==> config.mk <==
export PLATFORM = sky130hd
export DESIGN_NAME = bcnn_maxpool2x2_bin
export DESIGN_NICKNAME = d
export VERILOG_FILES = /design/src/rtl/bcnn_maxpool2x2_bin.sv
export SDC_FILE = /design/constraint.sdc
export NUM_CORES = 1
export LEC_CHECK = 0
export CAP_MARGIN = 20
export CORE_MARGIN = 8
export CORE_UTILIZATION = 35
export DETAILED_ROUTE_END_ITERATION = 10
export HOLD_SLACK_MARGIN = 0.06
export PLACE_DENSITY = 0.52
export SYNTH_ARGS = -nofsm -noshare
export SYNTH_HDL_FRONTEND = slang
export SYNTH_SLANG_ARGS = --single-unit
==> constraint.sdc <==
create_clock -name clk -period 2 [get_ports clk]
set_input_delay 0.3 -clock clk [delete_from_list [all_inputs] [get_ports clk]]
set_output_delay 0.3 -clock clk [all_outputs]
set_load 0.02 [all_outputs]
==> src/rtl/bcnn_maxpool2x2_bin.sv <==
// Binary 2x2 max-pool: ORs each non-overlapping 2x2 window of a raster-ordered
// 1-bit feature map, using one half-width bit row as line storage.
module bcnn_maxpool2x2_bin #(
  parameter int IN_WIDTH  = 26,
  parameter int IN_HEIGHT = 26,
  localparam int OUT_WIDTH  = IN_WIDTH / 2,
  localparam int OUT_HEIGHT = IN_HEIGHT / 2,
  localparam int CW = (OUT_WIDTH > 1) ? $clog2(OUT_WIDTH) : 1,
  localparam int RW = (OUT_HEIGHT > 1) ? $clog2(OUT_HEIGHT) : 1
) (
  input  logic          clk,
  input  logic          reset,
  input  logic          bit_in,
  input  logic          valid_in,
  output logic          pool_out,
  output logic          valid_out,
  output logic [RW-1:0] out_row,
  output logic [CW-1:0] out_col,
  output logic          frame_done
);

  localparam int ICW = (IN_WIDTH > 1) ? $clog2(IN_WIDTH) : 1;
  localparam int IRW = (IN_HEIGHT > 1) ? $clog2(IN_HEIGHT) : 1;

  localparam logic [ICW-1:0] LAST_COL  = ICW'(IN_WIDTH - 1);
  localparam logic [IRW-1:0] LAST_ROW  = IRW'(IN_HEIGHT - 1);
  localparam logic [CW-1:0]  LAST_OCOL = CW'(OUT_WIDTH - 1);
  localparam logic [RW-1:0]  LAST_OROW = RW'(OUT_HEIGHT - 1);

  logic [ICW-1:0]       in_col;
  logic [IRW-1:0]       in_row;
  logic                 hold;
  logic [OUT_WIDTH-1:0] linebuf;

  logic          last_col;
  logic          last_row;
  logic          row_pooled;
  logic          pair;
  logic [CW-1:0] pair_idx;
  logic [RW-1:0] row_idx;
  logic          is_last_out;

  // An odd trailing column is always even-indexed, so it never completes a pair;
  // only an odd trailing row needs explicit exclusion from linebuf writes.
  assign last_col    = (in_col == LAST_COL);
  assign last_row    = (in_row == LAST_ROW);
  assign row_pooled  = !((IN_HEIGHT % 2 == 1) && last_row);
  assign pair        = hold | bit_in;
  assign pair_idx    = CW'(in_col >> 1);
  assign row_idx     = RW'(in_row >> 1);
  assign is_last_out = (pair_idx == LAST_OCOL) && (row_idx == LAST_OROW);

  always_ff @(posedge clk) begin
    if (reset && valid_in && !in_row[0] && in_col[0] && row_pooled)
      linebuf[pair_idx] <= pair;
  end

  always_ff @(posedge clk) begin
    if (!reset) begin
      in_col     <= '0;
      in_row     <= '0;
      hold       <= 1'b0;
      pool_out   <= 1'b0;
      valid_out  <= 1'b0;
      out_row    <= '0;
      out_col    <= '0;
      frame_done <= 1'b0;
    end else begin
      valid_out  <= 1'b0;
      frame_done <= 1'b0;
      if (valid_in) begin
        if (last_col) begin
          in_col <= '0;
          in_row <= last_row ? '0 : in_row + 1'b1;
        end else begin
          in_col <= in_col + 1'b1;
        end

        if (!in_col[0]) begin
          hold <= bit_in;
        end else if (in_row[0]) begin
          pool_out   <= linebuf[pair_idx] | pair;
          out_row    <= row_idx;
          out_col    <= pair_idx;
          valid_out  <= 1'b1;
          frame_done <= is_last_out;
        end
      end
    end
  end

endmodule

# After elaboration in Yosys (flattened, before gate mapping)
# Cells that the tools add are included.
op_classes:
  addsub: 2
  order_cmp: 2
  eq_ne: 4
  n_mux: 8
  n_bitwise: 3
  reduce_logical: 11
ops:
  columns: ["operator", "count"]
  rows:
  - ["bitwise mux 13 bit", 1]
  - ["adder 5 x 1 -> 5 bit (second input constant)", 2]
  - ["equality test 5 bit (second input constant)", 2]
  - ["2-to-1 mux 5 bit", 2]
  - ["equality test 4 bit (second input constant)", 2]
  - ["AND reduction 3 bit", 2]
  - ["logical AND 1 bit", 5]
  - ["< comparator 4 x 5 -> 1 bit (second input constant)", 1]
  - ["binary-select mux 1 bit (select 4 bit)", 1]
  - ["demux 1 bit (select 4 bit)", 1]
  - [">= comparator 4 x 1 -> 1 bit (second input constant)", 1]
  - ["AND reduction 2 bit", 2]
  - ["AND reduction 4 bit", 1]
  - ["2-to-1 mux 1 bit", 3]
  - ["OR 1 bit", 2]
  - ["zero test 1 bit", 1]
  - ["inverter 1 bit", 1]
totals:
  ff_bits: 35
  input_bits: 4
  output_inout_bits: 11
  word_cells: 39

# Logic depth before layout (Yosys ltp)
# Gate-level depths: netlist of run 1.
depth:
  ltp_word: 5
  depth_mapped: 7
  depth_no_buf: 6

# Least setup slack after synthesis of run 1
# Ideal clock, no wire load.
synth_path:
  path_type: "register to register"
  startpoint: "register in_col[1]"
  endpoint: "register in_row[2]"
  setup_time_ps: 121
  t_arrival_ps: 1386
  required_ps: 1879
  setup_slack_ps: 493
  stages_incl_launch_ff: 8
  n_path_buf: 1
  period_less_slack_ps: 1507
  path_cell_list: "dfxtp_1 -> buf_4 -> inv_1 -> ha_1 -> nand4_2 -> or2_2 -> o21ai_1 -> nor2_1"
synth_between:
  elab_chain_cells: 2
synth_lines:
  columns: ["element", "line_no", "source"]
  rows:
  - ["start, declared", "30", "logic [ICW-1:0] in_col;"]
  - ["start signal, assigned", "76", "in_col <= in_col + 1'b1;"]
  - ["equality test 5 bit", "45", "assign last_col = (in_col == LAST_COL);"]
  - ["AND reduction 2 bit (no source line)", null, null]
  - ["end signal, assigned", "74", "in_row <= last_row ? '0 : in_row + 1'b1;"]
  - ["end, declared", "31", "logic [IRW-1:0] in_row;"]
# No other way between the ends.
# A chain may end at the register's enable or synchronous reset.

# Final worst setup path of run 1
layout_path:
  startpoint: "register in_col[1]"
  endpoint: "register in_row[4]"
# Same word-level chain as after synthesis.

==> results by group, run 1 <==
Status
  – Status: finished clean

Global route
  – First-pass GRT wire length: 5540 um
  – Gr usage total: 10.04%
  – Initial antenna violation count: 0
  – Number of global-route vias before repair: 1132
  – Largest net degree at the start of global routing: 16
  – GRT Residual Overflow: 0

Clock tree
  – Skew-Pair Late Insertion Delay: 0.29 ns
  – Root buffer cell: clkbuf_8
  – Hold Buf Count CTS: 0
  – Htree depth: 2
  – Clock tree from TritonCTS: yes
  – PostCTS Resize Cnt: 0
  – Clock Path Buffers: 2
  – Total CTS buffers: 5
  – Worst-path clk slew: 0.07 ns
  – Setup bufs post-CTS: 0
  – CTS Sinks: 35

Final layout
  – Layout area overhead: 16.98%
  – N_diodes: 0
  – Nets: 181
  – Area of the multi-input gates: 700.7 um2
  – Share of cells above drive strength 1: 12.64%
  – Fillers: 436
  – Fin util: 42.67%
  – Register area: 830.8 um2

Yosys
  – Distinct cells, synth: 39
  – Asr flop ratio synth: 0%
  – Synth area leader: dfxtp_1
  – Count leader, synth: dfxtp_1
  – Leading register cell type out of synthesis: dfxtp_1
  – Most instantiated cells after synthesis: dfxtp_1 (22), nand2_1 (21), nor2_1 (21)
  – Post-synth EDFFs: 13
  – Synth top area cells: dfxtp_1 (28%), edfxtp_1 (24%), nand2_1 (4.9%), nor2_1 (4.9%), a21boi_0 (3.8%)
  – Part of the Yosys area used for sequential elements: 51.96%
  – Ys Warns: 0
  – Synthesized instance count: 156
  – Yosys top cell area share: 27.54%
  – Cell area after synthesis: 0.001599 mm2
  – Yosys reg bits: 35
  – Syn nets: 164
  – Syn avg cell area: 10.25 um2

Floorplanning
  – Die Wd: 83.59 um
  – Site Rows: 24
  – DIE AREA: 0.006987 mm2
  – Core Region: 0.004384 mm2
  – Vertical die dimension: 83.59 um
  – Initial Utilization: 36.47%
  – I/O Pins: 15

Routing
  – Vias/cell: 4.969
  – DRT antenna net count: 0
  – WL final: 3240 um
  – Initial DRC count: 68
  – DRC violation count after routing: 0
  – DR pass1 iterations: 4
  – Drt wl/cell: 14.34 um
  – Vias: 1123

Timing
  – Fin. Hold Viols: 0
  – RSZ-0062 raised after global routing: no
  – Crit share post-route: 82.69%
  – TNS Setup: 0 ns
  – Slew headroom: 59.78%
  – Pins Over Slew Limit: 0
  – Fmax: 604.7 MHz
  – Time the worst path needs with I/O delays and setup: 1.654 ns
  – Final Skew: 0.007309 ns
  – Setup-failing EPs final: 0
  – Worst-margin pin slew: 0.6025 ns

Setup path
  – Classification of the worst setup path: flop to flop
  – Worst EP required: 2.17 ns
  – Reg-to-Reg Start: in_col[1]
  – Crit Path Max Fanout: 13
  – Crit path capture type: flop
  – Critical Path Source: in_col[1]
  – Type of origin of the critical path: flop
  – Data arrival time of the critical path: 1.82 ns

Placement
  – Post-DP HPWL: 2345 um
  – # port buffers: 14
  – GP Congestion: 0.7776

Power and ir drop
  – Pwr/cell area: 700.6 mW/mm2
  – Peak VDD IR: 0.4564 mV
  – P_leak: 0.6186 nW

Worst hold path
  – Worst min path class: flop to flop
  – Worst Hold Launch: out_col[3]

Run
  – Max Cap Viol: 0
placed cells by master (no fill, tap or decap), types with 4 or more instances in the layout:
cell and instances:
dfxtp_1 22, nor2_1 21, nand2_1 21, clkdlybuf4s50_1 14
edfxtp_1 13, a21boi_0 8, buf_4 6, nor3_1 5
nor2b_1 5, clkbuf_8 5, nand3_1 4, xnor2_1 4
ha_1 4
metrics by stage:
| step | hold WS [ns] | area, um2 | power [mW] | setup slack [ns] | std cells |
|---|---|---|---|---|---|
| finish | 0.4592 | 1871 | 1.311 | 0.3463 | 226 |
| global route | 0.4852 | 1871 | 1.381 | 0.1705 | 226 |
| CTS | 0.4647 | 1871 | 1.335 | 0.3091 | 226 |
| detailed placement | 0.4547 | 1789 | 0.8452 | 0.07648 | 218 |
| global placement | 0.4576 | 1789 | 0.8434 | 0.1101 | 218 |
| floorplan | 0.4538 | 1599 | 0.8217 | 0.4933 | 156 |
cells by family after synthesis:
group / synth area share (%)
and+or+nand+nor: 24.73
DFF: 51.96
AOI/OAI and AO/OA: 8.059
buffers and inverters: 4.226
xor gates and xnor gates: 3.834
muxes: 4.069
adders and majority gates: 3.130
registers in the layout, indices dropped and copies added (netlist names):
register and count:
in_col 5, out_col 4, in_row 5, frame_done 1, valid_out 1, out_row 4, linebuf 13, hold 1
pool_out 1
metal layers:
layer | up-vias | global-route usage, % | share of wire [%]
met3 | 6 | 4.590 | 4.0
met5 | - | 0 | 0
met4 | 0 | 4.239 | 1.6
met1 | 537 | 10.51 | 43
met2 | 9 | 16.91 | 51
li1 | 571 | - | -
power by group:
part	switching [mW]	leakage (nW)	internal, mW
clock	0.238	0.0422	0.244
combinational	0.0358	0.282	0.0305
sequential	0.0153	0.294	0.747
total	0.289	0.619	1.02
path summary, 6_finish.rpt:
kind / endpoint / slack [ns] / cells after the start
setup / recovery: in_row[4] / 0.35 / 6
hold / removal: out_col[3] / 0.46 / 2
hold reg to reg: out_col[3] / 0.46 / 2
setup reg to reg: in_row[4] / 0.35 / 6
final cells by class:
type	instances	area share, %
clock buffer	7	4.080
clock inverter	1	0.2676
inverter	2	0.4013
multi-input combinational	109	37.46
sequential	35	44.41
tap	52	3.478
timing repair buffer	20	9.900
worst max-delay path: stages (launching register included):
cell and delay (ns):
dfxtp_1 0.47, inv_1 0.11, ha_1 0.17, nand4_2 0.11, or2_2 0.35, o21ai_1 0.24, nor2_1 0.08
Note: power is estimated with default switching activity, not from simulation.
==> run 2, diff against run 1 <==
==> constraint.sdc (replaced) <==
create_clock -name clk -period 1.6 [get_ports clk]
set_input_delay 0.24 -clock clk [delete_from_list [all_inputs] [get_ports clk]]
set_output_delay 0.24 -clock clk [all_outputs]
set_load 0.02 [all_outputs]
==> run 2 against run 1 <==
Critical path depth fell by 2. Sequential share of layout area decreased by 2.4 points. Global-route usage grew 0.28 points. Critical path type is now primary input to flop. Critical endpoint is now linebuf[11].
==> results by group, run 2 (synthesis results as in run 1) <==
Timing
  – Worst-margin pin slew: 0.4133 ns
  – RSZ-0062 raised after global routing: no
  – Setup-failing EPs final: 0
  – Time the worst path needs with I/O delays and setup: 1.538 ns
  – Crit share post-route: 96.12%
  – Pins Over Slew Limit: 0
  – Slew headroom: 72.41%
  – Fmax: 650.2 MHz
  – TNS Setup: 0 ns
  – Final Skew: 0.007724 ns
  – Fin. Hold Viols: 0
  – Post-route setup slack: 0.06210 ns

Global route
  – Largest net degree at the start of global routing: 16
  – First-pass GRT wire length: 5913 um
  – Initial antenna violation count: 0
  – GRT Residual Overflow: 0
  – Gr usage total: 10.32%
  – Number of global-route vias before repair: 1226

Setup path
  – CP max stage cell: clkdlybuf4s50_1
  – Crit path capture type: flop
  – Worst EP required: 1.59 ns
  – Crit Path Max Fanout: 4
  – Crit path max-delay family: simple AND/OR/NAND/NOR gates
  – Classification of the worst setup path: primary input to flop
  – Crit-path cells: clkdlybuf4s50_1 > nand4b_2 > or3b_4 > nor2_1
  – Critical path buffer and inverter count: 1
  – Type of origin of the critical path: primary input
  – CP peak stage delay: 0.53 ns
  – Data arrival time of the critical path: 1.53 ns

Worst hold path
  – Worst min path class: flop to flop

Floorplanning
  – I/O Pins: 15
  – DIE AREA: 0.006987 mm2
  – Site Rows: 24
  – Vertical die dimension: 83.59 um
  – Core Region: 0.004384 mm2
  – Initial Utilization: 36.47%
  – Die Wd: 83.59 um

Final layout
  – Largest register FFs: 13
  – Layout area overhead: 23.79%
  – Nets: 190
  – Biggest register: linebuf
  – Share of cells above drive strength 1: 19.67%
  – Largest registers: linebuf x13, in_col x5, in_row x5
  – Post-route insts no fill: 235
  – Most frequent cells in the layout: nor2_1 (21), nand2_1 (21), dfxtp_1 (21)
  – N_diodes: 0
  – Fin util: 45.15%

Placement
  – GP Congestion: 0.8373
  – # port buffers: 14
  – Placed cells: 227
  – Post-DP HPWL: 2644 um
  – Pre-CTS setup slack: -0.2564 ns

Clock tree
  – Hold Buf Count CTS: 0
  – Total CTS buffers: 5
  – Clock tree from TritonCTS: yes
  – Root buffer cell: clkbuf_8
  – CTS Sinks: 35
  – Clock Path Buffers: 2
  – Setup bufs post-CTS: 0
  – Skew-Pair Late Insertion Delay: 0.29 ns
  – Worst-path clk slew: 0.07 ns
  – Htree depth: 2

Power and ir drop
  – Peak VDD IR: 0.5115 mV
  – Clock Power Share: 41.8%
  – Sequential share of power: 52.1%
  – Pwr/cell area: 914.5 mW/mm2
  – P_leak: 0.6849 nW
  – Int Pwr: 1.425 mW
  – P_sw: 0.3846 mW
  – Sw Share: 21.25%
  – Combinational share of power: 6.1%

Run
  – Max Cap Viol: 0

Routing
  – Vias: 1201
  – WL final: 3505 um
  – DR pass1 iterations: 2
  – Drt wl/cell: 14.91 um
  – Initial DRC count: 57
  – DRT antenna net count: 0
  – Vias/cell: 5.111
  – DRC violation count after routing: 0

Status
  – Status: finished clean
-- run 2: cell types whose count changed in the layout (fill, tap and decap cells not counted) --
| cell | before | now |
|---|---|---|
| o21ai_1 | 1 | 0 |
| or3_4 | 0 | 1 |
| dfxtp_1 | 22 | 21 |
| or3_1 | 1 | 0 |
| clkbuf_8 | 5 | 6 |
| dfxtp_2 | 0 | 1 |
| clkbuf_1 | 2 | 0 |
| o21ai_2 | 0 | 1 |
| clkbuf_16 | 0 | 1 |
| buf_4 | 6 | 15 |
-- run 2: area by class of cell --
cell class                      count  area (um2)
Tap cell                           52       65.06
Inverter                            2       7.507
Sequential cell                    35       832.0
Multi-Input combinational cell    109       709.4
Timing Repair Buffer               29       252.7
Clock inverter                      1       5.005
Fill cell                         446        2405
Clock buffer                        7       107.6
-- run 2: final timing paths --
path	startpoint	end	slack, ns	cells after the start
max	reset	linebuf[11]	0.06	4
min	out_row[2]	out_row[2]	0.46	2
max reg2reg	in_col[0]	linebuf[11]	0.14	3
min reg2reg	out_row[2]	out_row[2]	0.46	2
-- run 2: power by group through the flow --
stage	Sequential, mW	Clock (mW)	Combinational [mW]
floorplan	0.957	0	0.0701
global placement	0.963	0	0.107
detailed placement	0.963	0	0.109
CTS	0.943	0.771	0.110
global route	0.944	0.806	0.122
finish	0.943	0.757	0.110
-- run 2: routing by layer --
metal | routed length [um] | GRT usage, % | share of wire, %
met1 | 1551 | 11.08 | 44
met2 | 1786 | 18.39 | 51
met3 | 85 | 2.637 | 2.4
met4 | 81 | 4.710 | 2.3
met5 | 0 | 0 | 0
-- run 2: metrics by stage --
stage	instance area (um2)	power, mW	hold slack, ns
2_1_floorplan	1599	1.027	0.3938
3_3_place_gp	1857	1.070	0.4582
3_5_place_dp	1857	1.072	0.4561
4_1_cts	1969	1.823	0.4660
5_1_grt	1979	1.871	0.4994
6_report	1979	1.810	0.4619
-- run 2: worst min-delay path, cell delays in order, from the launching register on --
cell and delay (ns):
dfxtp_1 0.31, nand2_1 0.05, a21boi_0 0.06
-- run 2: repair_timing --
action | CTS | global route
setup endpoints to repair | 0 | 13
resized for setup | 0 | 3
hold endpoints to repair | 0 | 0
